## config.mk

```make
export PLATFORM = sky130hd
export DESIGN_NAME = articolor_ctrl
export DESIGN_NICKNAME = d
export VERILOG_FILES = /design/src/rtl/articolor_pkg.sv /design/src/rtl/articolor_detect.sv /design/src/rtl/articolor_ctrl.sv
export SDC_FILE = /design/constraint.sdc
export NUM_CORES = 1
export LEC_CHECK = 0
export ABC_AREA = 1
export CAP_MARGIN = 30
export CORE_MARGIN = 3
export CORE_UTILIZATION = 51
export DETAILED_ROUTE_END_ITERATION = 8
export MAX_ROUTING_LAYER = met4
export PLACE_DENSITY = 0.89
export REMOVE_ABC_BUFFERS = 1
export SYNTH_ARGS = -nofsm -noshare
export SYNTH_HDL_FRONTEND = slang
export SYNTH_SLANG_ARGS = --single-unit
```

## constraint.sdc

```tcl
create_clock -name clk -period 1.79 [get_ports clk]
set_input_delay 0.358 -clock clk [delete_from_list [all_inputs] [get_ports clk]]
set_output_delay 0.358 -clock clk [all_outputs]
set_load 0.005 [all_outputs]
```

## src/rtl/articolor_pkg.sv

```systemverilog
// articolor_pkg -- shared types and defaults for the artifact-colour controller.
//   state_e : controller FSM states (OFF, ARM, ON, DISARM)
//   px_e    : per-pixel class (neither / white / black)
//   frame_e : per-frame class decided at the vs rising edge
//   MODE_*  : encodings of the 2-bit mode input (1x = auto)
//   *_DEF   : default classification thresholds and frame counts
//   sat_inc : 16-bit saturating increment
package articolor_pkg;

  typedef enum logic [1:0] {ST_OFF, ST_ARM, ST_ON, ST_DISARM} state_e;
  typedef enum logic [1:0] {PX_NONE, PX_WHITE, PX_BLACK}      px_e;
  typedef enum logic [1:0] {FR_HOLD, FR_ART, FR_CLEAN}        frame_e;

  localparam logic [1:0] MODE_OFF  = 2'b00;
  localparam logic [1:0] MODE_ON   = 2'b01;
  localparam logic [1:0] MODE_AUTO = 2'b10;

  localparam int LUMA_HI_DEF    = 238;
  localparam int THRESH_ON_DEF  = 2048;
  localparam int THRESH_OFF_DEF = 256;
  localparam int FRAMES_ON_DEF  = 4;
  localparam int FRAMES_OFF_DEF = 8;

  function automatic logic [15:0] sat_inc(input logic [15:0] v);
    return (v == 16'hFFFF) ? v : v + 16'd1;
  endfunction

endpackage

```

## src/rtl/articolor_detect.sv

```systemverilog
// articolor_detect -- pixel classification and W-B-W / B-W-B triplet detection.
//   clk_i, rst_i      : clock, synchronous active-high reset
//   ce_i              : pixel clock enable
//   r_i, g_i, b_i     : pixel colour
//   blank_i           : hbl | vbl; clears the history so triplets never span blanking
//   trip_o            : combinational strobe, a triplet completes on this ce_i
//   mid_white_o       : the triplet's middle pixel is white (else black)
module articolor_detect import articolor_pkg::*; #(
  parameter int LUMA_HI = LUMA_HI_DEF
) (
  input  logic       clk_i,
  input  logic       rst_i,
  input  logic       ce_i,
  input  logic [7:0] r_i,
  input  logic [7:0] g_i,
  input  logic [7:0] b_i,
  input  logic       blank_i,
  output logic       trip_o,
  output logic       mid_white_o
);

  localparam logic [7:0] LUMA = 8'(LUMA_HI);

  px_e cur;
  px_e h1_q, h2_q;  // h1 = previous pixel, h2 = the one before

  always_comb begin
    cur = PX_NONE;
    if (r_i >= LUMA && g_i >= LUMA && b_i >= LUMA)
      cur = PX_WHITE;
    else if (r_i == 8'd0 && g_i == 8'd0 && b_i == 8'd0)
      cur = PX_BLACK;
  end

  assign trip_o = ce_i & ~blank_i &
                  (((h2_q == PX_WHITE) && (h1_q == PX_BLACK) && (cur == PX_WHITE)) ||
                   ((h2_q == PX_BLACK) && (h1_q == PX_WHITE) && (cur == PX_BLACK)));
  assign mid_white_o = (h1_q == PX_WHITE);

  always_ff @(posedge clk_i) begin
    if (rst_i) begin
      h1_q <= PX_NONE;
      h2_q <= PX_NONE;
    end else if (ce_i) begin
      if (blank_i) begin
        h1_q <= PX_NONE;
        h2_q <= PX_NONE;
      end else begin
        h2_q <= h1_q;
        h1_q <= cur;
      end
    end
  end

endmodule

```

## src/rtl/articolor_ctrl.sv

```systemverilog
// articolor_ctrl -- decides per frame whether composite artifact colouring is on.
//   clk, reset          : clock, synchronous active-high reset
//   ce_pix              : pixel clock enable; all state moves only on it
//   mode                : 00 forced off, 01 forced on, 1x auto
//   r_in, g_in, b_in    : pixel colour
//   hbl_in, vbl_in      : blanking; hs_in, vs_in : syncs (vs rise = frame boundary)
//   enable              : registered artifact-colour enable
//   phase_inv           : artifact phase inversion
//   frame_cnt           : triplet count latched at the last frame boundary
// Optional: define ARTICOLOR_CTRL_PHASE_EN to build the column-parity tracking
// that drives phase_inv; otherwise phase_inv is tied low.
module articolor_ctrl import articolor_pkg::*; #(
  parameter int LUMA_HI    = LUMA_HI_DEF,
  parameter int THRESH_ON  = THRESH_ON_DEF,
  parameter int THRESH_OFF = THRESH_OFF_DEF,
  parameter int FRAMES_ON  = FRAMES_ON_DEF,
  parameter int FRAMES_OFF = FRAMES_OFF_DEF
) (
  input  logic        clk,
  input  logic        reset,
  input  logic        ce_pix,
  input  logic [1:0]  mode,
  input  logic [7:0]  r_in,
  input  logic [7:0]  g_in,
  input  logic [7:0]  b_in,
  input  logic        hbl_in,
  input  logic        vbl_in,
  input  logic        hs_in,
  input  logic        vs_in,
  output logic        enable,
  output logic        phase_inv,
  output logic [15:0] frame_cnt
);

  localparam logic [15:0] TH_ON  = 16'(THRESH_ON);
  localparam logic [15:0] TH_OFF = 16'(THRESH_OFF);
  localparam logic [4:0]  FR_ON  = 5'(FRAMES_ON);
  localparam logic [4:0]  FR_OFF = 5'(FRAMES_OFF);

  logic        blank, trip, mid_white, vs_rise;
  logic        vs_q, sync_q, enable_q;
  logic [15:0] cnt_q, frame_cnt_q;
  logic [3:0]  fc_q;
  logic [4:0]  fc_inc;
  state_e      state_q;
  frame_e      fcls;

  assign blank   = hbl_in | vbl_in;
  assign vs_rise = vs_in & ~vs_q;
  assign fc_inc  = {1'b0, fc_q} + 5'd1;

  articolor_detect #(.LUMA_HI(LUMA_HI)) u_detect (
    .clk_i      (clk),
    .rst_i      (reset),
    .ce_i       (ce_pix),
    .r_i        (r_in),
    .g_i        (g_in),
    .b_i        (b_in),
    .blank_i    (blank),
    .trip_o     (trip),
    .mid_white_o(mid_white)
  );

  always_comb begin
    fcls = FR_HOLD;
    if (cnt_q >= TH_ON)      fcls = FR_ART;
    else if (cnt_q < TH_OFF) fcls = FR_CLEAN;
  end

  // Triplet counter. Nothing is counted until the first vs rise after reset
  // (sync_q), so a frame interrupted by reset never gets classified.
  always_ff @(posedge clk) begin
    if (reset) begin
      vs_q        <= 1'b0;
      sync_q      <= 1'b0;
      cnt_q       <= '0;
      frame_cnt_q <= '0;
    end else if (ce_pix) begin
      vs_q <= vs_in;
      if (vs_rise) begin
        sync_q      <= 1'b1;
        frame_cnt_q <= cnt_q;
        cnt_q       <= '0;  // a triplet landing on the boundary is dropped
      end else if (trip && sync_q) begin
        cnt_q <= sat_inc(cnt_q);
      end
    end
  end

`ifdef ARTICOLOR_CTRL_PHASE_EN
  logic        hs_q, par_q, mid_par_q, phase_q;
  logic [15:0] even_q, odd_q;
  logic        trip_even;

  // White middle on column 0 / black middle on column 1 is the "even" alignment.
  assign trip_even = mid_white ? ~mid_par_q : mid_par_q;

  always_ff @(posedge clk) begin
    if (reset) begin
      hs_q      <= 1'b0;
      par_q     <= 1'b0;
      mid_par_q <= 1'b0;
      even_q    <= '0;
      odd_q     <= '0;
    end else if (ce_pix) begin
      hs_q <= hs_in;
      if (hs_in && !hs_q) par_q <= 1'b0;
      else if (!blank)    par_q <= ~par_q;
      // par_q is the current pixel's column parity; it becomes the middle next time
      if (!blank) mid_par_q <= par_q;
      if (vs_rise) begin
        even_q <= '0;
        odd_q  <= '0;
      end else if (trip && sync_q) begin
        if (trip_even) even_q <= sat_inc(even_q);
        else           odd_q  <= sat_inc(odd_q);
      end
    end
  end

  assign phase_inv = phase_q;
`else
  logic unused_phase;
  assign unused_phase = hs_in ^ mid_white;
  assign phase_inv    = 1'b0;
`endif

  // Frame FSM plus registered outputs; it runs in every mode so switching
  // back to auto picks up the current classification immediately.
  always_ff @(posedge clk) begin
    if (reset) begin
      state_q  <= ST_OFF;
      fc_q     <= '0;
      enable_q <= 1'b0;
`ifdef ARTICOLOR_CTRL_PHASE_EN
      phase_q  <= 1'b0;
`endif
    end else if (ce_pix) begin
      if (vs_rise) begin
        case (state_q)
          ST_OFF: if (fcls == FR_ART) begin
            state_q <= ST_ARM;
            fc_q    <= 4'd1;
          end
          ST_ARM: if (fcls == FR_ART) begin
            fc_q <= fc_inc[3:0];
            if (fc_inc >= FR_ON) state_q <= ST_ON;
          end else begin
            state_q <= ST_OFF;
          end
          ST_ON: if (fcls == FR_CLEAN) begin
            state_q <= ST_DISARM;
            fc_q    <= 4'd1;
          end
          ST_DISARM: if (fcls == FR_ART) begin
            state_q <= ST_ON;
          end else if (fcls == FR_CLEAN) begin
            fc_q <= fc_inc[3:0];
            if (fc_inc >= FR_OFF) state_q <= ST_OFF;
          end
          default: state_q <= ST_OFF;
        endcase
`ifdef ARTICOLOR_CTRL_PHASE_EN
        if (fcls == FR_ART) begin
          if (odd_q > even_q)      phase_q <= 1'b1;
          else if (even_q > odd_q) phase_q <= 1'b0;
        end
`endif
      end
      case (mode)
        MODE_OFF: enable_q <= 1'b0;
        MODE_ON:  enable_q <= 1'b1;
        default:  enable_q <= (state_q == ST_ON) || (state_q == ST_DISARM);
      endcase
    end
  end

  assign enable    = enable_q;
  assign frame_cnt = frame_cnt_q;

endmodule

```

==> summary.md, run 1 <==
| Metric | Value |
|---|---|
| Place WS | `-0.1606 ns` |
| Setup-failing EPs final | `0` |
| Worst-Skew Late Latency | `0.30 ns` |
| Post-layout net count | `461` |
| Critical Path RT | `1.99 ns` |
| CTS H-tree depth | `2` |
| Synthesized area per cell | `6.671 sq um` |
| Worst setup margin | `0.1629 ns` |
| Worst-path clk slew | `0.08 ns` |
| Die area | `5639 sq um` |
| P_leak | `1.185 nW` |
| Pin count of the biggest net entering global routing | `23` |
| Tot GR Track Use | `23.67%` |
| Vias in the first global route | `2412` |
| Sw Share | `22.43%` |
| Power per Cell Area | `662.1 nW/um^2` |
| CP Cell Sequence | `ha_2 > nand2_2 > nor2_4 > nand4_1 > nor2_1 > nor2_1 > nand2_4 > buf_4 > nand3_1 > nand2_1 > nor2_1` |
| CTS buffer count | `5` |
| Initial core utilization | `54.42%` |
| Met3 Track Usage GR | `4.139%` |
| Commonest non-fill, non-tap cell in the layout | `nand2_1` |
| Syn Inst Count | `365` |
| Post-route DRC | `0` |
| Max incr delay on CP | `0.35 ns` |
| Largest family of logic cells by synthesized area | `simple AND/OR/NAND/NOR gates` |
| Mux contribution to synthesized area | `0%` |
| Most Crowded Layer GR | `met2` |
| Worst path bufs/invs | `1` |
| DP HPWL | `4.593 mm` |
| Post-synthesis register bit count | `45` |
| Final Hold Viols | `0` |
| Critical Path End Type | `flop` |
| Syn Std Cell Area | `2435 sq um` |
| I/O pin cnt | `51` |
| RD Place Congestion | `0.9261` |
| Register area share after synthesis | `37.00%` |
| First drt pass iteration count | `4` |
| GR Util met1 | `27.59%` |
| Minimum clock period after layout | `1.627 ns` |
| Slowest CP cell | `dfxtp_1` |
| Final Slew Violations | `0` |
| Max cap viols | `0` |
| Core Region | `4474 sq um` |
| Clk sink count | `45` |
| Commonest non-fill, non-tap cells in the layout | `nand2_1, nor2_1, clkdlybuf4s50_1` |
| Period Utilization, post-route | `90.90%` |
| DRT iter0 DRCs | `134` |
| Via count | `2539` |
| Clk root buf | `clkbuf_8` |
| M2 GR Usage | `41.01%` |
| Post-layout power | `0.002099 W` |
| Routed len/inst | `12.58 um` |
| Reg power frac | `49.7%` |
| Post-route ant nets | `0` |
| Status | `completed` |
| Hold Path Class | `flop to flop` |
| Final setup TNS | `0 ns` |
| Comb pwr share | `12.5%` |
| Remaining global-route overflow | `0` |
| CP most frequent cell | `nor2_1` |
| Max Buffers Root-to-Sink | `2` |
| Initial antenna violation count | `0` |
| Yosys warning count | `0` |
| P_int | `0.001628 W` |
| Std cell rows | `24` |
| Die X-Extent | `75.10 um` |
| Fmax | `0.6146 GHz` |
| Number of post-CTS setup repair buffers | `0` |
| CP Class | `flop to flop` |
| Peak supply drop | `437.2 uV` |
| Post-route cell area | `3171 sq um` |
| Clk network pwr share | `37.8%` |
| Worst-path fanout max | `5` |
| Unrepaired setup endpoints after global routing | `false` |
| Area Overhead vs Synth | `30.22%` |
| Vias per cell | `5.323` |
| XOR/XNOR Fraction of Synth Area | `3.957%` |
| Die height | `75.10 um` |
| Compound-Gate Fraction of Synth Area | `12.59%` |
| CP top delay family | `simple AND/OR/NAND/NOR gates` |
| First-pass GRT wire length | `10.21 mm` |
| Adder-Cell Fraction of Synth Area | `2.055%` |
| FILL cells | `357` |
| WP data arrival | `1.82 ns` |
| Library cells used by synthesis | `28` |
| I/O Buffers | `48` |
| ANT cells | `0` |
| Critical Path Start Type | `flop` |
| Final Skew | `0.007962 ns` |
| Post-Synth Simple-Gate Area | `36.13%` |
| NetSw | `0.0004709 W` |
| Layout cells sized above 1 | `8.235%` |
| Final Util | `70.86%` |
| Post-placement cell area | `3039 sq um` |
| WL final | `6.000 mm` |
| CTS tree | `done` |
## per-stage QoR
step                instances  hold WS (ns)
floorplan                 353        0.4271
global placement          469        0.4545
detailed placement        469        0.4730
CTS                       477        0.4840
global route              477        0.5114
finish                    477        0.4784
## cells by family after synthesis
logic type,after synthesis
xor gates and xnor gates,11
DFF,45
buffers and inverters,45
other,1
AOI/OAI and AO/OA,60
and+or+nand+nor,199
adders and majority gates,4
## worst min-delay path, stage by stage (launching register included)
cell	delay [ns]
dfxtp_1	0.31
nand2_1	0.06
a21oi_1	0.06
## layout make-up
| class | count | area, sq um | area share [%] |
|---|---|---|---|
| multi-input cells | 275 | 1350 | 42.58 |
| flip-flops and latches | 45 | 902.1 | 28.45 |
| well taps | 52 | 65.06 | 2.052 |
| inverters | 33 | 123.9 | 3.907 |
| clock inverters | 1 | 30.03 | 0.9471 |
| repair buffers | 64 | 613.1 | 19.34 |
| clock buffers | 7 | 86.33 | 2.723 |
## synth_stat cells, drive strengths merged
| library cell | n | share of area, % |
|---|---|---|
| nand2 | 74 | 12 |
| nand3b | 1 | 0.31 |
| xnor2 | 1 | 0.36 |
| dfxtp | 45 | 37 |
| nor3 | 10 | 2.1 |
| conb | 1 | 0.15 |
| nand4 | 8 | 2.1 |
| inv | 33 | 5.1 |
| nand3 | 37 | 7.8 |
| o21ai | 20 | 4.1 |
| xor2 | 10 | 3.6 |
| nor3b | 4 | 1.2 |
| nor2 | 65 | 11 |
| o211ai | 1 | 0.31 |
| a21oi | 39 | 8.2 |
| buf | 4 | 1.8 |
| clkbuf | 8 | 1.2 |
| ha | 4 | 2.1 |
## power groups by stage
| stage | logic (W) | clock network, W | registers [W] |
|---|---|---|---|
| 2_1_floorplan | 0.0000825 | 0 | 0.00107 |
| 3_5_place_dp | 0.000259 | 0 | 0.00107 |
| 5_1_grt | 0.000287 | 0.000840 | 0.00105 |
| 3_3_place_gp | 0.000252 | 0 | 0.00107 |
| 6_report | 0.000262 | 0.000794 | 0.00104 |
| 4_1_cts | 0.000262 | 0.000804 | 0.00104 |
## repair_timing
action,in CTS,in global routing
setup endpoints to repair,0,9
hold buffers,0,0
gates resized for setup,0,4
## sequential cells by signal, summed over array words and instances (netlist names), named ones only
name / flops
cnt_q: 16
enable: 1
fc_q: 4
frame_cnt: 16
state_q: 1
sync_q: 1
u_detect.h1_q: 2
u_detect.h2_q: 2
vs_q: 1
## per-layer routing
| layer | up-vias | wire (um) |
|---|---|---|
| li1 | 1306 | - |
| met1 | 1177 | 2652 |
| met2 | 49 | 3043 |
| met3 | 7 | 246 |
| met4 | 0 | 57 |
| met5 | - | 0 |
## final timing paths
check	startpoint	end	slack [ns]	depth (start not counted)
worst max-delay path	cnt_q[0]	cnt_q[1]	0.16	11
worst min-delay path	u_detect.h2_q[1]	u_detect.h2_q[1]	0.48	2
worst max register to register	cnt_q[0]	cnt_q[1]	0.16	11
worst min register to register	u_detect.h2_q[1]	u_detect.h2_q[1]	0.48	2
Note: power is estimated with default switching activity, not from simulation.
==> run 2, diff against run 1 <==
CORE_UTILIZATION = 55   (was 51)
PLACE_DENSITY = 0.94   (was 0.89)
clock period = 2.1 ns   (was 1.79 ns; I/O delays follow)
==> run 2 against run 1 <==
Total power down 22%. Non-clock buffer count down 7. Wire length up 0.38%. Cell count down 2.1%. Setup slack better by 0.12 ns. Sequential share of layout area up 1.0 points. Die area down 6.7%. Sequential cell count unchanged. Global-route usage up 0.81 points. Via count down 2.5%. Combinational power down 19%. Highest routed layer unchanged.
==> summary.md, run 2 (synthesis gave the netlist of run 1 again) <==
| Metric | Value |
|---|---|
| Layout cells sized above 1 | `5.755%` |
| Initial antenna violation count | `0` |
| WL final | `6.023 mm` |
| R2R setup slack | `0.35 ns` |
| Vias in the first global route | `2349` |
| Worst rel slew slack | `57.24%` |
| First-pass GRT wire length | `10.02 mm` |
| Clk sink count | `45` |
| Max Buffers Root-to-Sink | `2` |
| CP Cell Sequence | `clkdlybuf4s50_1 > nand2_1 > nor2_1 > nand2_1 > nor2_1 > nand3_1 > nand2_1 > nand2_4 > nand2_4 > nand2_1 > nand2_1 > nor2_1` |
| Critical Path RT | `2.28 ns` |
| Post-CTS Hold Buffers | `0` |
| I/O pin cnt | `51` |
| Clk root buf | `clkbuf_8` |
| CP most frequent cell | `nand2_1` |
| Fmax | `0.5502 GHz` |
| Post-layout net count | `454` |
| Length in cells of the worst reg-to-reg path | `10` |
| Reg-to-reg critical path endpoint | `cnt_q[3]` |
| ANT cells | `0` |
| Peak supply drop | `484.3 uV` |
| Critical Path Start Type | `input pin` |
| CP Launch Point | `b_in[7]` |
| Max incr delay on CP | `0.48 ns` |
| RD Place Congestion | `0.9314` |
| Final Skew | `0.007804 ns` |
| Final setup TNS | `0 ns` |
| WP data arrival | `2.00 ns` |
| P_leak | `1.133 nW` |
| Status | `completed` |
| Final Slew Violations | `0` |
| Remaining global-route overflow | `0` |
| Vias per cell | `5.302` |
| # resized after CTS | `0` |
| Minimum clock period after layout | `1.817 ns` |
| Die height | `72.54 um` |
| Initial core utilization | `58.76%` |
| CP Class | `input pin to flop` |
| First drt pass iteration count | `4` |
| Worst-path clk slew | `0.07 ns` |
| Power per Cell Area | `534.2 nW/um^2` |
| Setup-failing EPs final | `0` |
| Core Region | `4144 sq um` |
| Reg2Reg Launch Point | `cnt_q[0]` |
| Worst-Skew Late Latency | `0.30 ns` |
| Area Overhead vs Synth | `25.59%` |
| Final Hold Viols | `0` |
| Max cap viols | `0` |
| Final Util | `73.79%` |
| Post-route ant nets | `0` |
| Worst setup path end | `cnt_q[1]` |
| Commonest non-fill, non-tap cell in the layout | `nand2_1` |
| Post-route DRC | `0` |
| Via count | `2476` |
| Die area | `5261 sq um` |
| DP HPWL | `4.319 mm` |
| I/O Buffers | `48` |
| Die X-Extent | `72.54 um` |
| Unrepaired setup endpoints after global routing | `false` |
| Worst-path fanout max | `16` |
| Hold Path Class | `flop to flop` |
| Routed len/inst | `12.90 um` |
| Tot GR Track Use | `24.47%` |
| CTS buffer count | `5` |
| Period Utilization, post-route | `86.55%` |
| Pin count of the biggest net entering global routing | `24` |
| Std cell rows | `23` |
| Critical Path End Type | `flop` |
| CTS tree | `done` |
| Slowest CP cell | `clkdlybuf4s50_1` |
| DRT iter0 DRCs | `186` |
| Number of post-CTS setup repair buffers | `0` |
| Commonest non-fill, non-tap cells in the layout | `nand2_1, nor2_1, clkdlybuf4s50_1` |
| CTS H-tree depth | `2` |
| Worst slew pin tran | `0.6407 ns` |
## run 2: changes by cell type in the layout (fill, tap and decap cells not counted), sizes merged
cell / change
buf: -7
bufinv: -1
## run 2: layout make-up
type                       count  area, sq um
inverter                      33        123.9
clock buffer                   7        86.33
fill                         331         1086
sequential                    45        900.9
timing repair buffer          57        548.0
tap                           50        62.56
multi-input combinational    275         1336
## run 2: how the worst min path moves through the flow
stage                     slack, ns  depth (start not counted)             start          endpoint
after floorplan                0.44                          2  u_detect.h2_q[1]  u_detect.h2_q[1]
after global placement         0.45                          2  u_detect.h2_q[1]  u_detect.h2_q[1]
after detailed placement       0.46                          2  u_detect.h2_q[1]  u_detect.h2_q[1]
after CTS                      0.48                          2  u_detect.h2_q[1]  u_detect.h2_q[1]
after global routing           0.50                          2  u_detect.h2_q[1]  u_detect.h2_q[1]
final                          0.48                          2  u_detect.h2_q[1]  u_detect.h2_q[1]
## run 2: per-stage QoR
| step | setup WS (ns) | std cells | cell area [sq um] | power, W | hold WS [ns] |
|---|---|---|---|---|---|
| floorplan | 0.1317 | 353 | 2361 | 0.0009795 | 0.4384 |
| global route | 0.1952 | 467 | 3058 | 0.001707 | 0.5019 |
| CTS | 0.2990 | 467 | 3058 | 0.001641 | 0.4760 |
| global placement | 0.1247 | 460 | 2972 | 0.001115 | 0.4539 |
| detailed placement | 0.04740 | 460 | 2972 | 0.001120 | 0.4649 |
| finish | 0.2826 | 467 | 3058 | 0.001633 | 0.4767 |
## run 2: routing by layer
metal	global-route usage, %	up-vias	share of wire [%]
li1	-	1293	-
met1	27.77	1107	43
met2	42.28	68	50
met3	5.956	8	5.8
met4	7.582	0	1.1
met5	-	-	0
## run 2: worst max-delay path: cells and delay by family
family / cells / cell delay, ns
buffers and inverters: 1 / 0.48
and+or+nand+nor: 11 / 1.11
## run 2: report_power, final
group	total, W	leakage (nW)	internal [W]	switching, W
Clock	0.000532	0.0443	0.000261	0.000271
Combinational	0.000213	0.723	0.000115	0.0000975
Sequential	0.000889	0.366	0.000877	0.0000122
